--- config.mk ---
export PLATFORM = sky130hd
export DESIGN_NAME = kvaz_sdram_port_flat
export DESIGN_NICKNAME = d
export VERILOG_FILES = /design/src/rtl/kvaz_sdram_port_if.sv /design/src/rtl/kvaz_sdram_port.sv /design/src/flat_wrapper.sv
export SDC_FILE = /design/constraint.sdc
export NUM_CORES = 1
export LEC_CHECK = 0
export ABC_AREA = 0
export ABC_CLOCK_PERIOD_IN_PS = 2180
export BUFFER_PORTS_ARGS = -buffer_cell sky130_fd_sc_hd__buf_2
export CAP_MARGIN = 20
export CORE_UTILIZATION = 45
export DETAILED_ROUTE_END_ITERATION = 10
export PLACE_DENSITY = 0.74
export SLEW_MARGIN = 20
export SYNTH_ARGS = -nofsm -noshare
export SYNTH_HDL_FRONTEND = slang
export SYNTH_SLANG_ARGS = --single-unit
--- constraint.sdc ---
create_clock -name clk -period 2.18 [get_ports clk]
set_clock_uncertainty 0.1 [all_clocks]
set_input_delay 0.218 -clock clk [delete_from_list [all_inputs] [get_ports clk]]
set_output_delay 0.218 -clock clk [all_outputs]
set_load 0.03 [all_outputs]
--- src/rtl/kvaz_sdram_port_if.sv ---
// CPU-side and SDRAM-side signal bundle for kvaz_sdram_port.
// slave: the port sequencer; master: the CPU/mapper/controller environment.
interface kvaz_sdram_port_if #(
   parameter int PAGE_BITS = 3
);
   logic                    clke;
   logic [15:0]             address;
   logic [7:0]              data_in;
   logic                    memrd;
   logic                    memwr;
   logic [PAGE_BITS-1:0]    bigram_addr;
   logic                    ram_req;
   logic                    ram_we;
   logic [PAGE_BITS+15:0]   ram_addr;
   logic [7:0]              ram_wdata;
   logic                    ram_ack;
   logic [7:0]              ram_rdata;
   logic                    cpu_ready;
   logic [7:0]              cpu_rdata;
   logic                    timeout_err;

   modport slave (
      input  clke, address, data_in, memrd, memwr, bigram_addr,
      input  ram_ack, ram_rdata,
      output ram_req, ram_we, ram_addr, ram_wdata,
      output cpu_ready, cpu_rdata, timeout_err
   );

   modport master (
      output clke, address, data_in, memrd, memwr, bigram_addr,
      output ram_ack, ram_rdata,
      input  ram_req, ram_we, ram_addr, ram_wdata,
      input  cpu_ready, cpu_rdata, timeout_err
   );
endinterface

--- src/rtl/kvaz_sdram_port.sv ---
// CPU-side SDRAM request sequencer: one req/ack per CPU memory cycle,
// CPU stall via cpu_ready, read return, sticky watchdog on a hung controller.
// Ports: clk, reset (sync, active-high), bus (kvaz_sdram_port_if.slave).
module kvaz_sdram_port #(
   parameter int PAGE_BITS   = 3,
   parameter int TIMEOUT_CYC = 255
) (
   input  logic                  clk,
   input  logic                  reset,
   kvaz_sdram_port_if.slave      bus
);
   localparam logic [1:0] S_IDLE = 2'd0;
   localparam logic [1:0] S_BUSY = 2'd1;
   localparam logic [1:0] S_DONE = 2'd2;

   localparam logic [7:0] TO_CNT = 8'(TIMEOUT_CYC);

   logic [1:0]            r_state;
   logic [7:0]            r_cnt;
   logic                  r_req;
   logic                  r_we;
   logic [PAGE_BITS+15:0] r_addr;
   logic [7:0]            r_wdata;
   logic                  r_ready;
   logic [7:0]            r_rdata;
   logic                  r_terr;

   logic                  w_strobe;
   logic [7:0]            w_cnt_nxt;

   assign w_strobe  = bus.memrd | bus.memwr;
   assign w_cnt_nxt = r_cnt + 8'd1;

   always_ff @(posedge clk) begin
      if (reset) begin
         r_state <= S_IDLE;
         r_cnt   <= '0;
         r_req   <= 1'b0;
         r_we    <= 1'b0;
         r_addr  <= '0;
         r_wdata <= '0;
         r_ready <= 1'b1;
         r_rdata <= 8'hFF;
         r_terr  <= 1'b0;
      end else begin
         unique case (r_state)
            S_IDLE: begin
               if (bus.clke && w_strobe) begin
                  r_addr  <= {bus.bigram_addr, bus.address};
                  r_wdata <= bus.data_in;
                  // a simultaneous read+write strobe is served as a write
                  r_we    <= bus.memwr;
                  r_req   <= 1'b1;
                  r_ready <= 1'b0;
                  r_cnt   <= '0;
                  r_state <= S_BUSY;
               end
            end
            S_BUSY: begin
               // stays at TO_CNT after an abort until DONE exits
               r_cnt <= w_cnt_nxt;
               if (bus.ram_ack) begin
                  r_req   <= 1'b0;
                  r_ready <= 1'b1;
                  if (!r_we)
                     r_rdata <= bus.ram_rdata;
                  r_state <= S_DONE;
               end else if (w_cnt_nxt == TO_CNT) begin
                  r_req   <= 1'b0;
                  r_ready <= 1'b1;
                  r_terr  <= 1'b1;
                  if (!r_we)
                     r_rdata <= 8'hFF;
                  r_state <= S_DONE;
               end
            end
            S_DONE: begin
               // a strobe still held from the finished cycle must not re-issue
               if (bus.clke && !w_strobe) begin
                  r_cnt   <= '0;
                  r_state <= S_IDLE;
               end
            end
            default: begin
               r_state <= S_IDLE;
            end
         endcase
      end
   end

   assign bus.ram_req     = r_req;
   assign bus.ram_we      = r_we;
   assign bus.ram_addr    = r_addr;
   assign bus.ram_wdata   = r_wdata;
   assign bus.cpu_ready   = r_ready;
   assign bus.cpu_rdata   = r_rdata;
   assign bus.timeout_err = r_terr;
endmodule

--- src/flat_wrapper.sv ---
// flat-port wrapper written by rule: the top's interface ports become plain ports
module kvaz_sdram_port_flat 
#(
   parameter int PAGE_BITS   = 3,
   parameter int TIMEOUT_CYC = 255
)
  (clk, reset, bus_clke, bus_address, bus_data_in, bus_memrd, bus_memwr, bus_bigram_addr, bus_ram_ack, bus_ram_rdata, bus_ram_req, bus_ram_we, bus_ram_addr, bus_ram_wdata, bus_cpu_ready, bus_cpu_rdata, bus_timeout_err);
  kvaz_sdram_port_if #(.PAGE_BITS(PAGE_BITS)) bus_i ();
  input  logic clk;
  input  logic reset;
  input wire logic [$bits(bus_i.clke)-1:0] bus_clke;
  input wire logic [$bits(bus_i.address)-1:0] bus_address;
  input wire logic [$bits(bus_i.data_in)-1:0] bus_data_in;
  input wire logic [$bits(bus_i.memrd)-1:0] bus_memrd;
  input wire logic [$bits(bus_i.memwr)-1:0] bus_memwr;
  input wire logic [$bits(bus_i.bigram_addr)-1:0] bus_bigram_addr;
  input wire logic [$bits(bus_i.ram_ack)-1:0] bus_ram_ack;
  input wire logic [$bits(bus_i.ram_rdata)-1:0] bus_ram_rdata;
  output wire logic [$bits(bus_i.ram_req)-1:0] bus_ram_req;
  output wire logic [$bits(bus_i.ram_we)-1:0] bus_ram_we;
  output wire logic [$bits(bus_i.ram_addr)-1:0] bus_ram_addr;
  output wire logic [$bits(bus_i.ram_wdata)-1:0] bus_ram_wdata;
  output wire logic [$bits(bus_i.cpu_ready)-1:0] bus_cpu_ready;
  output wire logic [$bits(bus_i.cpu_rdata)-1:0] bus_cpu_rdata;
  output wire logic [$bits(bus_i.timeout_err)-1:0] bus_timeout_err;
  assign bus_i.clke = bus_clke;
  assign bus_i.address = bus_address;
  assign bus_i.data_in = bus_data_in;
  assign bus_i.memrd = bus_memrd;
  assign bus_i.memwr = bus_memwr;
  assign bus_i.bigram_addr = bus_bigram_addr;
  assign bus_i.ram_ack = bus_ram_ack;
  assign bus_i.ram_rdata = bus_ram_rdata;
  assign bus_ram_req = bus_i.ram_req;
  assign bus_ram_we = bus_i.ram_we;
  assign bus_ram_addr = bus_i.ram_addr;
  assign bus_ram_wdata = bus_i.ram_wdata;
  assign bus_cpu_ready = bus_i.cpu_ready;
  assign bus_cpu_rdata = bus_i.cpu_rdata;
  assign bus_timeout_err = bus_i.timeout_err;
  kvaz_sdram_port #(.PAGE_BITS(PAGE_BITS), .TIMEOUT_CYC(TIMEOUT_CYC)) u_core (.clk(clk), .reset(reset), .bus(bus_i));
endmodule
======== Yosys cells after proc, flatten, opt, wreduce, memory -nomap -nowiden ========
Cells that the tools add are included.
operators by class
  add/sub/neg operators ................... 1
  multiply operators ...................... 0
  div/mod/pow operators ................... 0
  order comparisons ....................... 0
  equal/unequal tests ..................... 6
  shifts and indexed selects .............. 0
  muxes and demuxes ....................... 20
  bitwise logic cells ..................... 3
  reduce and logical (&&, ||, !) cells .... 13
operators by type and width
  kind                 count
  $mux 8               6
  $pmux 8 s3           1
  $reduce_and 3->1     5
  $add 8x1->8 const B  1
  $eq 8x8->1 const B   1
  $mux 2               4
  $mux 1               6
  $pmux 2 s3           1
  $ne 2x1->1 const B   2
  $pmux 1 s2           2
  $reduce_bool 2->1    2
  $ne 3x2->1 const B   1
  $reduce_bool 3->1    1
  $eq 2x1->1 const B   1
  $eq 2x2->1 const B   1
  $logic_and 1x1->1    2
  $logic_not 2->1      1
  $not 1->1            2
  $reduce_and 2->1     1
  $logic_not 1->1      1
  $or 1x1->1           1
storage, ports and cells
  register bits ........................... 49
  latch bits .............................. 0
  memory bits (writable) .................. 0
  bits in read-only memories .............. 0
  bits of input ports ..................... 41
  word-level logic and storage cells ...... 52
  memories kept ........................... 0

======== Longest topological paths before layout ========
  depth after elaboration ................. 5
  mapped depth ............................ 7

======== Worst setup path before layout ========
No wires, ideal clock.
  path type ............................... reg2reg
  start ................................... register u_core.r_cnt[0]
  end ..................................... register u_core.r_rdata[0] (netlist: u_core.bus.cpu_rdata[0])
  setup time .............................. 0.075 ns
  arrival ................................. 1.512 ns
  path slack .............................. 0.493 ns
  cell stages (with the launch flop) ...... 8
  period minus slack after synthesis ...... 1.687 ns
  cells stage by stage .................... dfxtp_1 ha_1 nand3_2 nor2_4 xor2_2 nand4_2 buf_6 a22oi_2
between the ends
  cells in the longest elaborated chain, start to end .. 4
RTL lines
  what                         line                   source
  start, declared              kvaz_sdram_port.sv:19  logic [7:0] r_cnt;
  start signal, assigned       kvaz_sdram_port.sv:61  r_cnt <= w_cnt_nxt;
  $add 8x1->8                  kvaz_sdram_port.sv:32  assign w_cnt_nxt = r_cnt + 8'd1;
  $eq 8x8->1                   kvaz_sdram_port.sv:68  end else if (w_cnt_nxt == TO_CNT) begin
  $reduce_bool 2->1 (no line)  n/a
  $reduce_and 3->1 (no line)   n/a
  end signal, assigned         kvaz_sdram_port.sv:66  r_rdata <= bus.ram_rdata;
  end, declared                kvaz_sdram_port.sv:25  logic [7:0] r_rdata;
Every way passes these cells.
A chain may end at the register's enable or synchronous reset.

======== Worst setup path after layout ========
  start ................................... register u_core.r_cnt[1]
  end ..................................... register u_core.r_rdata[1] (netlist: u_core.bus.cpu_rdata[1])
Same word-level chain as after synthesis.

==> metrics.csv <==
metric,value,unit
status,completed,
design area,0.002760,mm²
diodes inserted,0,
R2R setup slack,0.30,ns
Num CTS Buffers,5,
"Clk pin slew, worst setup/hold paths",0.09,ns
hold_buf cts,0,
CTS max path bufs,2,
DP Wirelength,3402,µm
fill cell count,452,
worst path bufs/invs,1,
layout cells sized above 1,34.39,%
fin nets,388,
Synth area leaders,"dfxtp_1, nand2_1, a21oi_1, a22oi_2, nand3b_1",
port buffer count,79,
crit-path max cell delay,0.46,ns
largest family of logic cells by synthesized area,simple AND/OR/NAND/NOR gates,
Reg area,980.9,µm²
FF-to-FF path depth,7,
mux share of post-synthesis cell area,0.4548,%
gp weighted congestion,0.8050,
startpoint types,flop,
post-synth top area share,44.57,%
XOR/XNOR Fraction of Synth Area,1.137,%
DR iter-0 viols,78,
CTS tree,done,
post-place instance area,0.002674,mm²
CP required,2.31,ns
Total Wirelength,4784,µm
hold depth,3,
CTS root buf,clkbuf_8,
initial antenna violation count,0,
Synth Area in Adders,1.137,%
asr flop ratio synth,0,%
hold_sp,bus_address[4],
wire per inst,11.58,µm
endpoints failing setup,0,
slew margin rel.,65.03,%
gr ovfl total,0,
clk_lat worst skew,0.30,ns
cts repair resizes,0,
count of cell types in the netlist,44,
Detailed Routing Iterations Pass 1,4,
Lkg Pwr,1.157,nW
Final period util,86.28,%
row count,25,
RSZ-0062 raised after global routing,no,
Worst Slack Setup Final,0.2990,ns
"Data arrival, critical path",2.01,ns
Synth Area in Compound Gates,20.92,%
area of the multi-input gates,0.001134,mm²
critical-path cell list,ha_1 > nand3_2 > nor2_4 > xor2_2 > nand4_2 > buf_4 > a22oi_2,
Starting Density,46.60,%
Synth area leader,dfxtp_1,
R2R Path End,u_core.bus.cpu_rdata[1],
CP Max Fanout,11,
total power,1.879,mW
Die H,71.94,µm
vias per cell,4.983,
DR DRC count,0,
"Seq/Total Area, Yosys",44.57,%
worst slack at placement,0.3001,ns
Die Footprint,0.005175,mm²
pin count of the biggest net entering global routing,25,
H-tree depth,2,
CP max stage cell,dfxtp_1,
Top delay family on crit path,flip-flops,
Hold Crit Class,in2reg,
power density of the placed cells,680.7,mW/mm²
fmax,531.6,MHz
first-pass GRT wire length,7831,µm
Critical Path End Type,flop,
"EDFF count, synth",0,
CTS sink cnt,49,
Final Hold Viols,0,
vias,2058,
post-synthesis simple-gate area fraction,27.63,%
critical path type,reg2reg,
Fin Setup TNS,0,ns
post-CTS setup repair buffer count,0,
Mapped Cells,269,
minimum clock period,1.881,ns
count of pins over their slew limit,0,
area grow syn2layout,25.41,%
synthesized flop and latch total,49,
top_reg_cell synth,dfxtp_1,
syn avg cell area,8.182,µm²
max cap viols,0,
Core ar.,0.004723,mm²
Post-Syn Area,0.002201,mm²
Global Route Usage Sum,18.98,%
IO Count,80,
fin util,58.44,%
Yosys Warn Count,0,
chip width,71.94,µm
post-route ant nets,0,
maximum vdd ir drop,443.5,µV
vias in the first global route,1776,
Hold EP,u_core.bus.ram_addr[4],
net count after synthesis,312,
worst r2r src,u_core.r_cnt[1],
slew at the pin closest to its max-slew limit,0.5240,ns
## worst min-delay path: stages
cell     delay [ns]
buf_2          0.09
nand2_1        0.04
a21oi_1        0.05
## cells by family after synthesis
group           after synthesis
flops                        49
simple gates                125
mux                           1
fa+ha+maj                     2
xor+xnor                      2
compound gates               70
buf+inv                      20
## routing by layer
layer / GRT usage [%] / up-vias / part of all wire, %
met5: 0 / - / 0
met4: 5.882 / 0 / 1.2
met3: 4.583 / 7 / 5.1
met2: 32.49 / 59 / 46
met1: 23.72 / 916 / 47
li1: - / 1076 / -
## registers in the layout (all words and copies together) (netlist names)
name and flops:
u_core.r_cnt 8, u_core.r_state 2, u_core.bus.ram_we 1, u_core.bus.ram_wdata 8, u_core.bus.ram_req 1, u_core.bus.timeout_err 1, u_core.bus.cpu_ready 1, u_core.bus.ram_addr 19
u_core.bus.cpu_rdata 8
## cell usage after synthesis, drive strengths merged, types with 2 or more instances
cell and count:
a21oi 38, a22oi 9, and2 2, buf 8
clkbuf 10, dfxtp 49, ha 2, inv 2
nand2 68, nand2b 3, nand3 3, nand3b 9
nor2 18, nor2b 2, nor3 11, o21ai 13
o22ai 3, o31ai 2, or3 4, xor2 2
## area by class of cell
cell class	count	share of cell area, %
sequential	49	35.54
inverter	2	0.2720
clock buffer	5	2.493
multi-input combinational	200	41.07
clock inverter	3	0.6346
timing repair buffer	87	16.95
tap	67	3.037
## metrics by stage
stage               hold slack, ns  std cells
floorplan                   0.2540        269
global placement            0.3389        405
detailed placement          0.3441        405
CTS                        0.03883        413
global route               0.03925        413
finish                     0.04394        413
## layout by cell type, fill, tap and decap left out, types with 2 or more instances in the layout
cell	n
a21oi_1	36
a21oi_2	2
a22oi_1	2
a22oi_2	7
buf_2	79
buf_4	7
clkbuf_8	5
clkinv_2	2
dfxtp_1	49
ha_1	2
inv_1	2
nand2_1	67
nand2b_1	3
nand3_2	2
nand3b_1	9
nor2_1	16
nor2b_1	2
nor3_1	9
o21ai_0	8
o21ai_1	5
o22ai_1	2
or3_1	4
## worst max-delay path by stage
stage	end	cells after the start	slack [ns]	startpoint
floorplan	u_core.bus.cpu_rdata[0]	7	0.49	u_core.r_cnt[0]
global placement	u_core.bus.cpu_rdata[7]	7	0.38	u_core.r_cnt[0]
detailed placement	u_core.bus.cpu_rdata[1]	7	0.30	u_core.r_cnt[0]
CTS	u_core.bus.cpu_rdata[1]	7	0.28	u_core.r_cnt[1]
global route	u_core.bus.cpu_rdata[1]	7	0.15	u_core.r_cnt[0]
finish	u_core.bus.cpu_rdata[1]	7	0.30	u_core.r_cnt[1]
## report_power, final
group,switching [mW],internal [mW],total (mW)
clock,0.300,0.222,0.521
sequential,0.0324,0.947,0.980
combinational,0.245,0.133,0.378
total,0.577,1.30,1.88
Power figures use the tool's default switching activity.
